## src/rtl/ltpi_data_channel_req_arbiter_if.sv

```systemverilog
// LTPI data-channel types and the requester/TX/RX bundle
// used by the controller-side request arbiter.
package ltpi_dc_pkg;

  localparam int TIMER_1MS_60MHZ = 60000;

  typedef enum logic [3:0] {
    no_link_st,
    link_speed_st,
    link_cfg_st,
    link_accept_st,
    operational_st,
    link_lost_st
  } link_state_t;

  localparam logic [7:0] READ_REQ   = 8'h00;
  localparam logic [7:0] WRITE_REQ  = 8'h01;
  localparam logic [7:0] READ_COMP  = 8'h02;
  localparam logic [7:0] WRITE_COMP = 8'h03;
  localparam logic [7:0] CRC_ERROR  = 8'h04;

  typedef struct packed {
    logic [7:0]  command;
    logic [7:0]  tag;
    logic [15:0] address;
    logic [3:0]  byte_en;
    logic        operation_status;
    logic [31:0] data;
  } Data_channel_payload_t;

endpackage

interface ltpi_data_channel_req_arbiter_if
  import ltpi_dc_pkg::*;
#(
  parameter int NUM_REQ = 4
);
  Data_channel_payload_t [NUM_REQ-1:0] req_i;
  logic [NUM_REQ-1:0]    req_valid_i;
  logic [NUM_REQ-1:0]    req_ack_o;
  Data_channel_payload_t cpl_o;
  logic [NUM_REQ-1:0]    cpl_valid_o;
  Data_channel_payload_t payload_o;
  logic                  payload_o_valid;
  logic                  payload_o_ack;
  Data_channel_payload_t resp_i;
  logic                  resp_i_valid;

  modport master (
    output req_i, req_valid_i,
    output payload_o_ack,
    output resp_i, resp_i_valid,
    input  req_ack_o, cpl_o, cpl_valid_o,
    input  payload_o, payload_o_valid
  );

  modport slave (
    input  req_i, req_valid_i,
    input  payload_o_ack,
    input  resp_i, resp_i_valid,
    output req_ack_o, cpl_o, cpl_valid_o,
    output payload_o, payload_o_valid
  );
endinterface

```

## src/rtl/ltpi_data_channel_req_arbiter.sv

```systemverilog
// Round-robin LTPI data-channel sequencer: one outstanding
// tagged request, response matching, timeout/abort completion.
module ltpi_data_channel_req_arbiter
  import ltpi_dc_pkg::*;
#(
  parameter int NUM_REQ        = 4,
  parameter int TIMEOUT_CYCLES = TIMER_1MS_60MHZ
) (
  input  logic        clk,
  input  logic        reset,
  input  logic        data_channel_rst,
  input  link_state_t local_link_state,
  ltpi_data_channel_req_arbiter_if.slave bus,
  output logic        busy,
  output logic [15:0] timeout_cnt,
  output logic [15:0] drop_cnt
);

  localparam int IW = (NUM_REQ > 1) ? $clog2(NUM_REQ) : 1;

  typedef enum logic [1:0] {
    IDLE,
    SEND,
    WAIT_RESP,
    COMPLETE
  } state_t;

  state_t                state;
  logic [IW-1:0]         rr_ptr;
  logic [IW-1:0]         gnt;
  logic                  gnt_ok;
  logic [7:0]            seq;
  logic [31:0]           timer;
  logic                  rst_any;
  logic                  link_up;
  logic                  resp_match;
  logic                  tmo_hit;
  logic                  drop;
  logic [7:0]            exp_cmd;
  Data_channel_payload_t lat;
  Data_channel_payload_t err_cpl;
  int                    j;

  assign rst_any = reset | data_channel_rst;
  assign link_up = local_link_state == operational_st;
  assign busy    = state != IDLE;

  // first requester after the last winner, wrapping at NUM_REQ
  always_comb begin
    gnt    = '0;
    gnt_ok = 1'b0;
    j      = 0;
    for (int i = 1; i <= NUM_REQ; i++) begin
      j = (int'(rr_ptr) + i) % NUM_REQ;
      if (!gnt_ok && bus.req_valid_i[IW'(j)]) begin
        gnt_ok = 1'b1;
        gnt    = IW'(j);
      end
    end
  end

  always_comb begin
    exp_cmd = (bus.payload_o.command == READ_REQ) ?
              READ_COMP : WRITE_COMP;
    lat     = bus.req_i[gnt];
    lat.tag = seq;
    err_cpl = bus.payload_o;
    err_cpl.command          = exp_cmd;
    err_cpl.operation_status = 1'b1;
    err_cpl.data             = '0;
    resp_match = bus.resp_i_valid &&
                 bus.resp_i.tag == bus.payload_o.tag &&
                 (bus.resp_i.command == exp_cmd ||
                  bus.resp_i.command == CRC_ERROR);
    tmo_hit = timer == 32'(TIMEOUT_CYCLES);
    drop    = bus.resp_i_valid &&
              !(state == WAIT_RESP && resp_match);
  end

  always_ff @(posedge clk or posedge rst_any) begin
    if (rst_any) begin
      state               <= IDLE;
      rr_ptr              <= IW'(NUM_REQ - 1);
      seq                 <= '0;
      timer               <= '0;
      timeout_cnt         <= '0;
      drop_cnt            <= '0;
      bus.req_ack_o       <= '0;
      bus.cpl_valid_o     <= '0;
      bus.cpl_o           <= '0;
      bus.payload_o       <= '0;
      bus.payload_o_valid <= 1'b0;
    end else begin
      bus.req_ack_o   <= '0;
      bus.cpl_valid_o <= '0;
      if (drop && drop_cnt != 16'hFFFF)
        drop_cnt <= drop_cnt + 16'd1;
      unique case (state)
        IDLE: begin
          if (link_up && gnt_ok) begin
            bus.payload_o       <= lat;
            bus.payload_o_valid <= 1'b1;
            bus.req_ack_o[gnt]  <= 1'b1;
            rr_ptr              <= gnt;
            state               <= SEND;
          end
        end
        SEND: begin
          if (bus.payload_o_ack)
            seq <= seq + 8'd1;
          if (!link_up) begin
            bus.payload_o_valid    <= 1'b0;
            bus.cpl_o              <= err_cpl;
            bus.cpl_valid_o[rr_ptr] <= 1'b1;
            if (timeout_cnt != 16'hFFFF)
              timeout_cnt <= timeout_cnt + 16'd1;
            state <= COMPLETE;
          end else if (bus.payload_o_ack) begin
            bus.payload_o_valid <= 1'b0;
            timer               <= '0;
            state               <= WAIT_RESP;
          end
        end
        WAIT_RESP: begin
          timer <= timer + 32'd1;
          // a real response beats a same-cycle timeout/abort
          if (resp_match) begin
            bus.cpl_o               <= bus.resp_i;
            bus.cpl_valid_o[rr_ptr] <= 1'b1;
            state                   <= COMPLETE;
          end else if (!link_up || tmo_hit) begin
            bus.cpl_o               <= err_cpl;
            bus.cpl_valid_o[rr_ptr] <= 1'b1;
            if (timeout_cnt != 16'hFFFF)
              timeout_cnt <= timeout_cnt + 16'd1;
            state <= COMPLETE;
          end
        end
        COMPLETE: state <= IDLE;
        default:  state <= IDLE;
      endcase
    end
  end

endmodule

```

## src/flat_wrapper.sv

```systemverilog
// flat-port wrapper written by rule: the top's interface ports become plain ports
module ltpi_data_channel_req_arbiter_flat import ltpi_dc_pkg::*;
#(
  parameter int NUM_REQ        = 4,
  parameter int TIMEOUT_CYCLES = TIMER_1MS_60MHZ
)
  (clk, reset, data_channel_rst, local_link_state, busy, timeout_cnt, drop_cnt, bus_req_i, bus_req_valid_i, bus_payload_o_ack, bus_resp_i, bus_resp_i_valid, bus_req_ack_o, bus_cpl_o, bus_cpl_valid_o, bus_payload_o, bus_payload_o_valid);
  ltpi_data_channel_req_arbiter_if #(.NUM_REQ(NUM_REQ)) bus_i ();
  input  logic clk;
  input  logic reset;
  input  logic data_channel_rst;
  input  link_state_t local_link_state;
  output logic busy;
  output logic [15:0] timeout_cnt;
  output logic [15:0] drop_cnt;
  input wire logic [$bits(bus_i.req_i)-1:0] bus_req_i;
  input wire logic [$bits(bus_i.req_valid_i)-1:0] bus_req_valid_i;
  input wire logic [$bits(bus_i.payload_o_ack)-1:0] bus_payload_o_ack;
  input wire logic [$bits(bus_i.resp_i)-1:0] bus_resp_i;
  input wire logic [$bits(bus_i.resp_i_valid)-1:0] bus_resp_i_valid;
  output wire logic [$bits(bus_i.req_ack_o)-1:0] bus_req_ack_o;
  output wire logic [$bits(bus_i.cpl_o)-1:0] bus_cpl_o;
  output wire logic [$bits(bus_i.cpl_valid_o)-1:0] bus_cpl_valid_o;
  output wire logic [$bits(bus_i.payload_o)-1:0] bus_payload_o;
  output wire logic [$bits(bus_i.payload_o_valid)-1:0] bus_payload_o_valid;
  assign bus_i.req_i = bus_req_i;
  assign bus_i.req_valid_i = bus_req_valid_i;
  assign bus_i.payload_o_ack = bus_payload_o_ack;
  assign bus_i.resp_i = bus_resp_i;
  assign bus_i.resp_i_valid = bus_resp_i_valid;
  assign bus_req_ack_o = bus_i.req_ack_o;
  assign bus_cpl_o = bus_i.cpl_o;
  assign bus_cpl_valid_o = bus_i.cpl_valid_o;
  assign bus_payload_o = bus_i.payload_o;
  assign bus_payload_o_valid = bus_i.payload_o_valid;
  ltpi_data_channel_req_arbiter #(.NUM_REQ(NUM_REQ), .TIMEOUT_CYCLES(TIMEOUT_CYCLES)) u_core (.clk(clk), .reset(reset), .data_channel_rst(data_channel_rst), .local_link_state(local_link_state), .bus(bus_i), .busy(busy), .timeout_cnt(timeout_cnt), .drop_cnt(drop_cnt));
endmodule
```

## config.mk

```make
export PLATFORM = sky130hd
export DESIGN_NAME = ltpi_data_channel_req_arbiter_flat
export DESIGN_NICKNAME = d
export VERILOG_FILES = /design/src/rtl/ltpi_data_channel_req_arbiter_if.sv /design/src/rtl/ltpi_data_channel_req_arbiter.sv /design/src/flat_wrapper.sv
export SDC_FILE = /design/constraint.sdc
export NUM_CORES = 1
export LEC_CHECK = 0
export CAP_MARGIN = 20
export CORE_AREA = 2 2 208 210
export DETAILED_ROUTE_END_ITERATION = 10
export DIE_AREA = 0 0 210 212
export PLACE_DENSITY = 0.6
export SLEW_MARGIN = 0
export SYNTH_ARGS = -nofsm -noshare
export SYNTH_HDL_FRONTEND = slang
export SYNTH_SLANG_ARGS = --single-unit
```

## constraint.sdc

```tcl
create_clock -name clk -period 25.7 [get_ports clk]
set_input_delay 5.14 -clock clk [delete_from_list [all_inputs] [get_ports clk]]
set_output_delay 5.14 -clock clk [all_outputs]
set_load 0.02 [all_outputs]
```

# Word level (Yosys, flattened, before mapping)

Cells that the tools add are included.

Flip-flop bits (word level): 223
Bits of input ports: 358
Output and inout bits: 180
Word-level logic and storage cells: 141

Add/subtract/negate cells: 8
Magnitude comparators: 8
Equality and inequality tests: 18
Muxes and demuxes: 55
Bitwise logic cells: 1
Reduce and logical (&&, ||, !) cells: 30

Operators with widths:

| operator                                                   | count |
|---|---|
| 2-to-1 mux 69 bit                                          | 4 |
| binary-select mux 69 bit (select 2 bit)                    | 1 |
| one-hot mux 69 bit (2 select lines)                        | 1 |
| 2-to-1 mux 16 bit                                          | 4 |
| 2-to-1 mux 32 bit                                          | 2 |
| one-hot mux 32 bit (2 select lines)                        | 1 |
| adder 16 x 1 -> 16 bit, second input constant              | 2 |
| adder 32 x 1 -> 32 bit, second input constant              | 1 |
| == test 32 x 16 -> 1 bit, second input constant            | 1 |
| inequality test 16 bit, second input constant              | 2 |
| one-hot mux 16 bit (2 select lines)                        | 1 |
| 2-to-1 mux 4 bit                                           | 5 |
| 2-to-1 mux 1 bit                                           | 18 |
| 2-to-1 mux 2 bit                                           | 9 |
| == test 8 bit                                              | 2 |
| less-than comparator 2 x 4 -> 1 bit, second input constant | 4 |
| AND reduction 3 bit                                        | 4 |
| logical AND 1 bit                                          | 11 |
| adder 8 x 1 -> 8 bit, second input constant                | 1 |
| binary-select mux 1 bit (select 2 bit)                     | 4 |
| == test 8 x 3 -> 1 bit, second input constant              | 1 |
| zero test 8 bit                                            | 1 |
| inequality test 2 bit, second input constant               | 4 |
| one-hot mux 2 bit (4 select lines)                         | 1 |
| 20 further kinds                                           | 35 |

# Longest topological paths before layout

Depth in word-level cells: 20
Depth in mapped cells: 11
Depth with buffers taken out: 8

# Worst setup path after synthesis

No wires, ideal clock.

Kind: input port to flip-flop
From: input bus_req_valid_i[3]
To: register u_core.bus.payload_o[52] (netlist name)
Arrival: 6,771 ps
Required time: 25,563 ps
Setup slack: 18,792 ps
Stages: 8
Buffers on the path: 2
Cell sequence: or2_1 > a41o_1 > a2111oi_2 > buf_4 > buf_6 > mux2_1 > o22ai_1 > a21oi_1

Word-level cells in the longest chain between the ends: 15

RTL lines:

| element                                                                        | line                                                                      | RTL |
|---|---|---|
| start, declared                                                                | flat_wrapper.sv:17                                                        | `input wire logic [$bits(bus_i.req_valid_i)-1:0] bus_req_valid_i;` |
| binary-select mux 1 bit (select 2 bit)                                         | ltpi_data_channel_req_arbiter.sv:55                                       | `if (!gnt_ok && bus.req_valid_i[IW'(j)]) begin` |
| 2-to-1 mux 1 bit (not written as such) (2 in a row)                            | ltpi_data_channel_req_arbiter.sv:55                                       |  |
| 2-to-1 mux 1 bit                                                               | ltpi_data_channel_req_arbiter.sv:55                                       |  |
| zero test 1 bit                                                                | ltpi_data_channel_req_arbiter.sv:55                                       |  |
| logical AND 1 bit                                                              | ltpi_data_channel_req_arbiter.sv:55                                       |  |
| 2-to-1 mux 1 bit                                                               | ltpi_data_channel_req_arbiter.sv:55                                       |  |
| zero test 1 bit                                                                | ltpi_data_channel_req_arbiter.sv:55                                       |  |
| logical AND 1 bit                                                              | ltpi_data_channel_req_arbiter.sv:55                                       |  |
| 2-to-1 mux 1 bit                                                               | ltpi_data_channel_req_arbiter.sv:55                                       |  |
| zero test 1 bit                                                                | ltpi_data_channel_req_arbiter.sv:55                                       |  |
| logical AND 1 bit                                                              | ltpi_data_channel_req_arbiter.sv:55                                       |  |
| 2-to-1 mux 2 bit or 2-to-1 mux 1 bit (tied branches)                           | ltpi_data_channel_req_arbiter.sv:55                                       |  |
| binary-select mux 69 bit (select 2 bit) or logical AND 1 bit (tied branches)   | ltpi_data_channel_req_arbiter.sv:65, ltpi_data_channel_req_arbiter.sv:100 |  |
| 2-to-1 mux 69 bit (not written as such) or AND reduction 2 bit (tied branches) | -                                                                         |  |

Parallel ways exist; a longest one is shown, timed or not. The select of a mux whose other input is x is not followed.
A chain may end at the register's enable or synchronous reset.

# Final worst setup path

From: input bus_req_valid_i[2]
To: register u_core.bus.payload_o[37] (netlist name)

Word-level cells in the longest chain between the ends: 15

RTL lines:

| element                                                                        | line |
|---|---|
| binary-select mux 1 bit (select 2 bit)                                         | ltpi_data_channel_req_arbiter.sv:55 |
| 2-to-1 mux 1 bit (not written as such) (2 in a row)                            | ltpi_data_channel_req_arbiter.sv:55 |
| 2-to-1 mux 1 bit                                                               | ltpi_data_channel_req_arbiter.sv:55 |
| zero test 1 bit                                                                | ltpi_data_channel_req_arbiter.sv:55 |
| logical AND 1 bit                                                              | ltpi_data_channel_req_arbiter.sv:55 |
| 2-to-1 mux 1 bit                                                               | ltpi_data_channel_req_arbiter.sv:55 |
| zero test 1 bit                                                                | ltpi_data_channel_req_arbiter.sv:55 |
| logical AND 1 bit                                                              | ltpi_data_channel_req_arbiter.sv:55 |
| 2-to-1 mux 1 bit                                                               | ltpi_data_channel_req_arbiter.sv:55 |
| zero test 1 bit                                                                | ltpi_data_channel_req_arbiter.sv:55 |
| logical AND 1 bit                                                              | ltpi_data_channel_req_arbiter.sv:55 |
| 2-to-1 mux 2 bit or 2-to-1 mux 1 bit (tied branches)                           | ltpi_data_channel_req_arbiter.sv:55 |
| binary-select mux 69 bit (select 2 bit) or logical AND 1 bit (tied branches)   | ltpi_data_channel_req_arbiter.sv:65, ltpi_data_channel_req_arbiter.sv:100 |
| 2-to-1 mux 69 bit (not written as such) or AND reduction 2 bit (tied branches) | - |

Parallel ways exist; a longest one is shown, timed or not. The select of a mux whose other input is x is not followed.

==> summary.txt <==
Status
  – Status: finished, final reports clean

Synth
  – Synth unique cells: 67
  – Ys Warns: 0
  – Syn Area/Cell: roughly 10 sq um
  – Ys flop type: dfrtp_1
  – Register bit count reported by yosys: between 200 and 250
  – Syn Inst Count: 1158
  – Post-synth EDFFs: 0
  – Seq/Total Area, Yosys: 47.58%
  – Post-Syn Area: 11730 sq um
  – Async SR Flop Fraction: between 90% and 100%
  – Syn_nets: around 1500

Clock tree
  – Clock sinks: 223
  – Root Buffer Master: clkbuf_16
  – Setup bufs post-CTS: 0
  – Resized cells post-CTS: 0
  – Clock buffer count from CTS: 28
  – CTS tree: built
  – H-tree depth: 1
  – Worst-Skew Late Latency: around 560 ps
  – Clk buf depth: 3
  – Clock slew at reported path FFs: approximately 60 ps
  – Hold buffers post-CTS: 0

GRT
  – GR Layer Usage met1: 25.06%
  – Number of antenna violations at the first check in global routing: 3
  – Busiest metal layer after global routing: met2
  – First-pass GRT wire length: 65270 microns
  – Vias in the first global route: between 10000 and 15000
  – GRT Residual Overflow: 0
  – Met2 usage: between 30 and 40%
  – Global-route usage over all layers: 18.84%
  – Largest net degree at the start of global routing: between 150 and 200
  – Routing usage on met3: 4.106%

Placement
  – Port bufs: approximately 500
  – DP Cell Count: about 2100
  – GPL Wtd Cong: approximately 0.84
  – Place WS: approximately 16000 ps
  – Placed cell area: 17130 sq um
  – Post-DP HPWL: around 32000 microns

Timing
  – Setup violators final: 0
  – Fmax: ~110 MHz
  – Final Hold Vio Count: 0
  – Slew Limit Headroom: 29.65%
  – Final worst-path cycle share: 35.63%
  – Skew final: 11.04 ps
  – RSZ-0062 raised after global routing: no
  – Fin worst setup slack: about 17000 ps
  – Period minus WS final: approximately 9000 ps
  – Fin. max-slew vios: 0
  – Worst slew pin tran: ~1100 ps
  – Final setup TNS: 0 ps

Hold path
  – Min-Delay Path Class: reg -> reg

Floorplanning
  – DIE AREA: between 40000 and 50000 sq um
  – Floorplan row count: 76
  – Area of the core: between 40000 and 50000 sq um
  – Die Height: 212 microns
  – Num ports: between 500 and 600
  – Initial Utilization: between 20% and 30%
  – Die X: 210 microns

Routing
  – Iter 0 DRT Violations: ~670
  – Routed via count: 10900
  – DRC viols: 0
  – Via density: ~5.0
  – Router iterations before antenna repair: 4
  – Avg WL per Cell: roughly 20 microns
  – Antenna Violating Nets Remaining: 0
  – Final wirelength: approximately 44000 microns

Layout
  – Core Util, Final: a little over two fifths
  – Commonest non-fill, non-tap cells in the layout: 505 x clkdlybuf4s50_1, 221 x dfrtp_1, 112 x nand2_1
  – Post-Layout Inst Area: between 15000 and 20000 sq um
  – Area grow syn2layout: 54.01%
  – Final nets: ~2000
  – Fin cells: 2200
  – Layout cells sized above 1: slightly above 7%
  – Commonest non-fill, non-tap cell in the layout: clkdlybuf4s50_1
  – Fill count: 4124

Worst setup path
  – CP delay by family, top: buffers and inverters
  – CP Cell Sequence: clkdlybuf4s50_1, or2_1, a41o_1, a2111oi_4, buf_4, buf_4, mux2_2, o22ai_1, a21oi_1
  – Worst Path Max Fanout: 63
  – WP buf/inv: 3
  – Worst path max stage delay: just under 1000 ps
  – Startpoint types: input pin
  – Crit path top cell by count: buf_4
  – Critical Path AT: 9560 ps
  – Setup CP Type: in -> reg
  – CP endpoint kind: flip-flop
  – CP max stage cell: a2111oi_4
  – Worst Path Required: 26100 ps

Power
  – VDD IR max: 0.09380 mV
  – Power Dens Cells: around 100 nW/um^2
  – Lkg Pwr: 7.345 nW

Run
  – Max Cap Viol: 0
## path summary, 6_finish.rpt
check / from / to / slack, ps / cells past startpoint
max in group asynchronous: data_channel_rst / u_core.bus.cpl_o[23] / 18840 / 4
worst min register to register: u_core.seq[7] / u_core.seq[7] / 480 / 1
worst max-delay path: bus_req_valid_i[2] / u_core.bus.payload_o[37] / 16540 / 9
worst max register to register: u_core.rr_ptr[1] / u_core.bus.payload_o[37] / 20790 / 10
min in group asynchronous: reset / u_core.bus.cpl_o[10] / 5150 / 3
worst min-delay path: u_core.seq[7] / u_core.seq[7] / 480 / 1
## cells by family (layout without fill, tap and decap cells)
kind of cell | after synthesis | count (layout) | synth area share [%]
AND/OR/NAND/NOR | 340 | 340 | 15.03
AO/OA/AOI/OAI | 257 | 257 | 12.77
flip-flops | 223 | 223 | 47.58
multiplexers | 135 | 135 | 12.46
buffers and inverters | 125 | 620 | 5.961
XOR/XNOR | 66 | 66 | 4.927
adder cells (fa/ha/maj) | 12 | 12 | 1.280
other | 0 | 1 | 0
## routing by layer
metal	vias to the layer above	routed length, microns
met5	-	25
met4	4	1101
met3	68	3014
met2	405	20760
met1	5286	18940
li1	5133	-
## worst register-to-register path, cell delays in order, from the launching register on
cell and delay, ps:
dfstp_2 650, inv_1 100, ha_1 360, a21oi_1 110, a21boi_0 210, a2111oi_4 960, buf_4 800, buf_4 870
mux2_2 510, o22ai_1 130, a21oi_1 70
## final cells by class
class / instances / area (sq um) / share of cell area [%]
antenna: 1 / 2.502 / 0.01385
multi-input combinational: 810 / 5493 / 30.40
tap: 546 / 683.2 / 3.781
clock buffer: 39 / 792.0 / 4.383
inverter: 50 / 187.7 / 1.039
timing repair buffer: 521 / 5185 / 28.69
sequential: 223 / 5583 / 30.90
clock inverter: 10 / 143.9 / 0.7963
## metrics by stage
step,power [mW],hold slack (ps)
5_1_grt,1.982,507.9
6_report,1.875,480.4
4_1_cts,1.894,483.7
3_3_place_gp,1.471,463.0
3_5_place_dp,1.481,470.5
2_1_floorplan,1.165,445.3
## registers in the layout, indices dropped and copies added (netlist names)
| name | cells |
|---|---|
| u_core.state | 2 |
| u_core.bus.req_ack_o | 4 |
| u_core.bus.cpl_valid_o | 4 |
| u_core.bus.payload_o | 69 |
| u_core.seq | 8 |
| u_core.timer | 32 |
| u_core.bus.payload_o_valid | 1 |
| u_core.bus.cpl_o | 69 |
| u_core.rr_ptr | 2 |
| u_core.drop_cnt | 16 |
| u_core.timeout_cnt | 16 |
## Yosys cell counts, drive strengths merged, types with 5 or more instances
cell / n / area share, %
o21ai: 54 / 2.4
or3: 8 / 0.43
xor2: 15 / 1.1
dfrtp: 221 / 47
a21oi: 96 / 4.1
mux2i: 62 / 5.3
and3: 14 / 0.75
nor4b: 7 / 0.58
clkbuf: 34 / 1.1
buf: 41 / 3.3
xnor2: 51 / 3.8
and2: 9 / 0.48
a31oi: 27 / 1.4
mux2: 73 / 7.2
inv: 50 / 1.6
ha: 12 / 1.3
nand2: 114 / 3.7
nor2: 44 / 1.4
nor4: 17 / 1.1
nand3: 34 / 1.5
nor3: 25 / 1.1
o22ai: 61 / 3.3
and4: 5 / 0.37
nand4: 47 / 2.6
## power breakdown
part | leakage [nW] | internal (mW) | switching, mW
Clock | 0.461 | 0.244 | 0.158
Combinational | 3.96 | 0.426 | 0.517
Sequential | 2.92 | 0.445 | 0.0843
Total | 7.35 | 1.12 | 0.760
(Power assumes the default switching activity.)
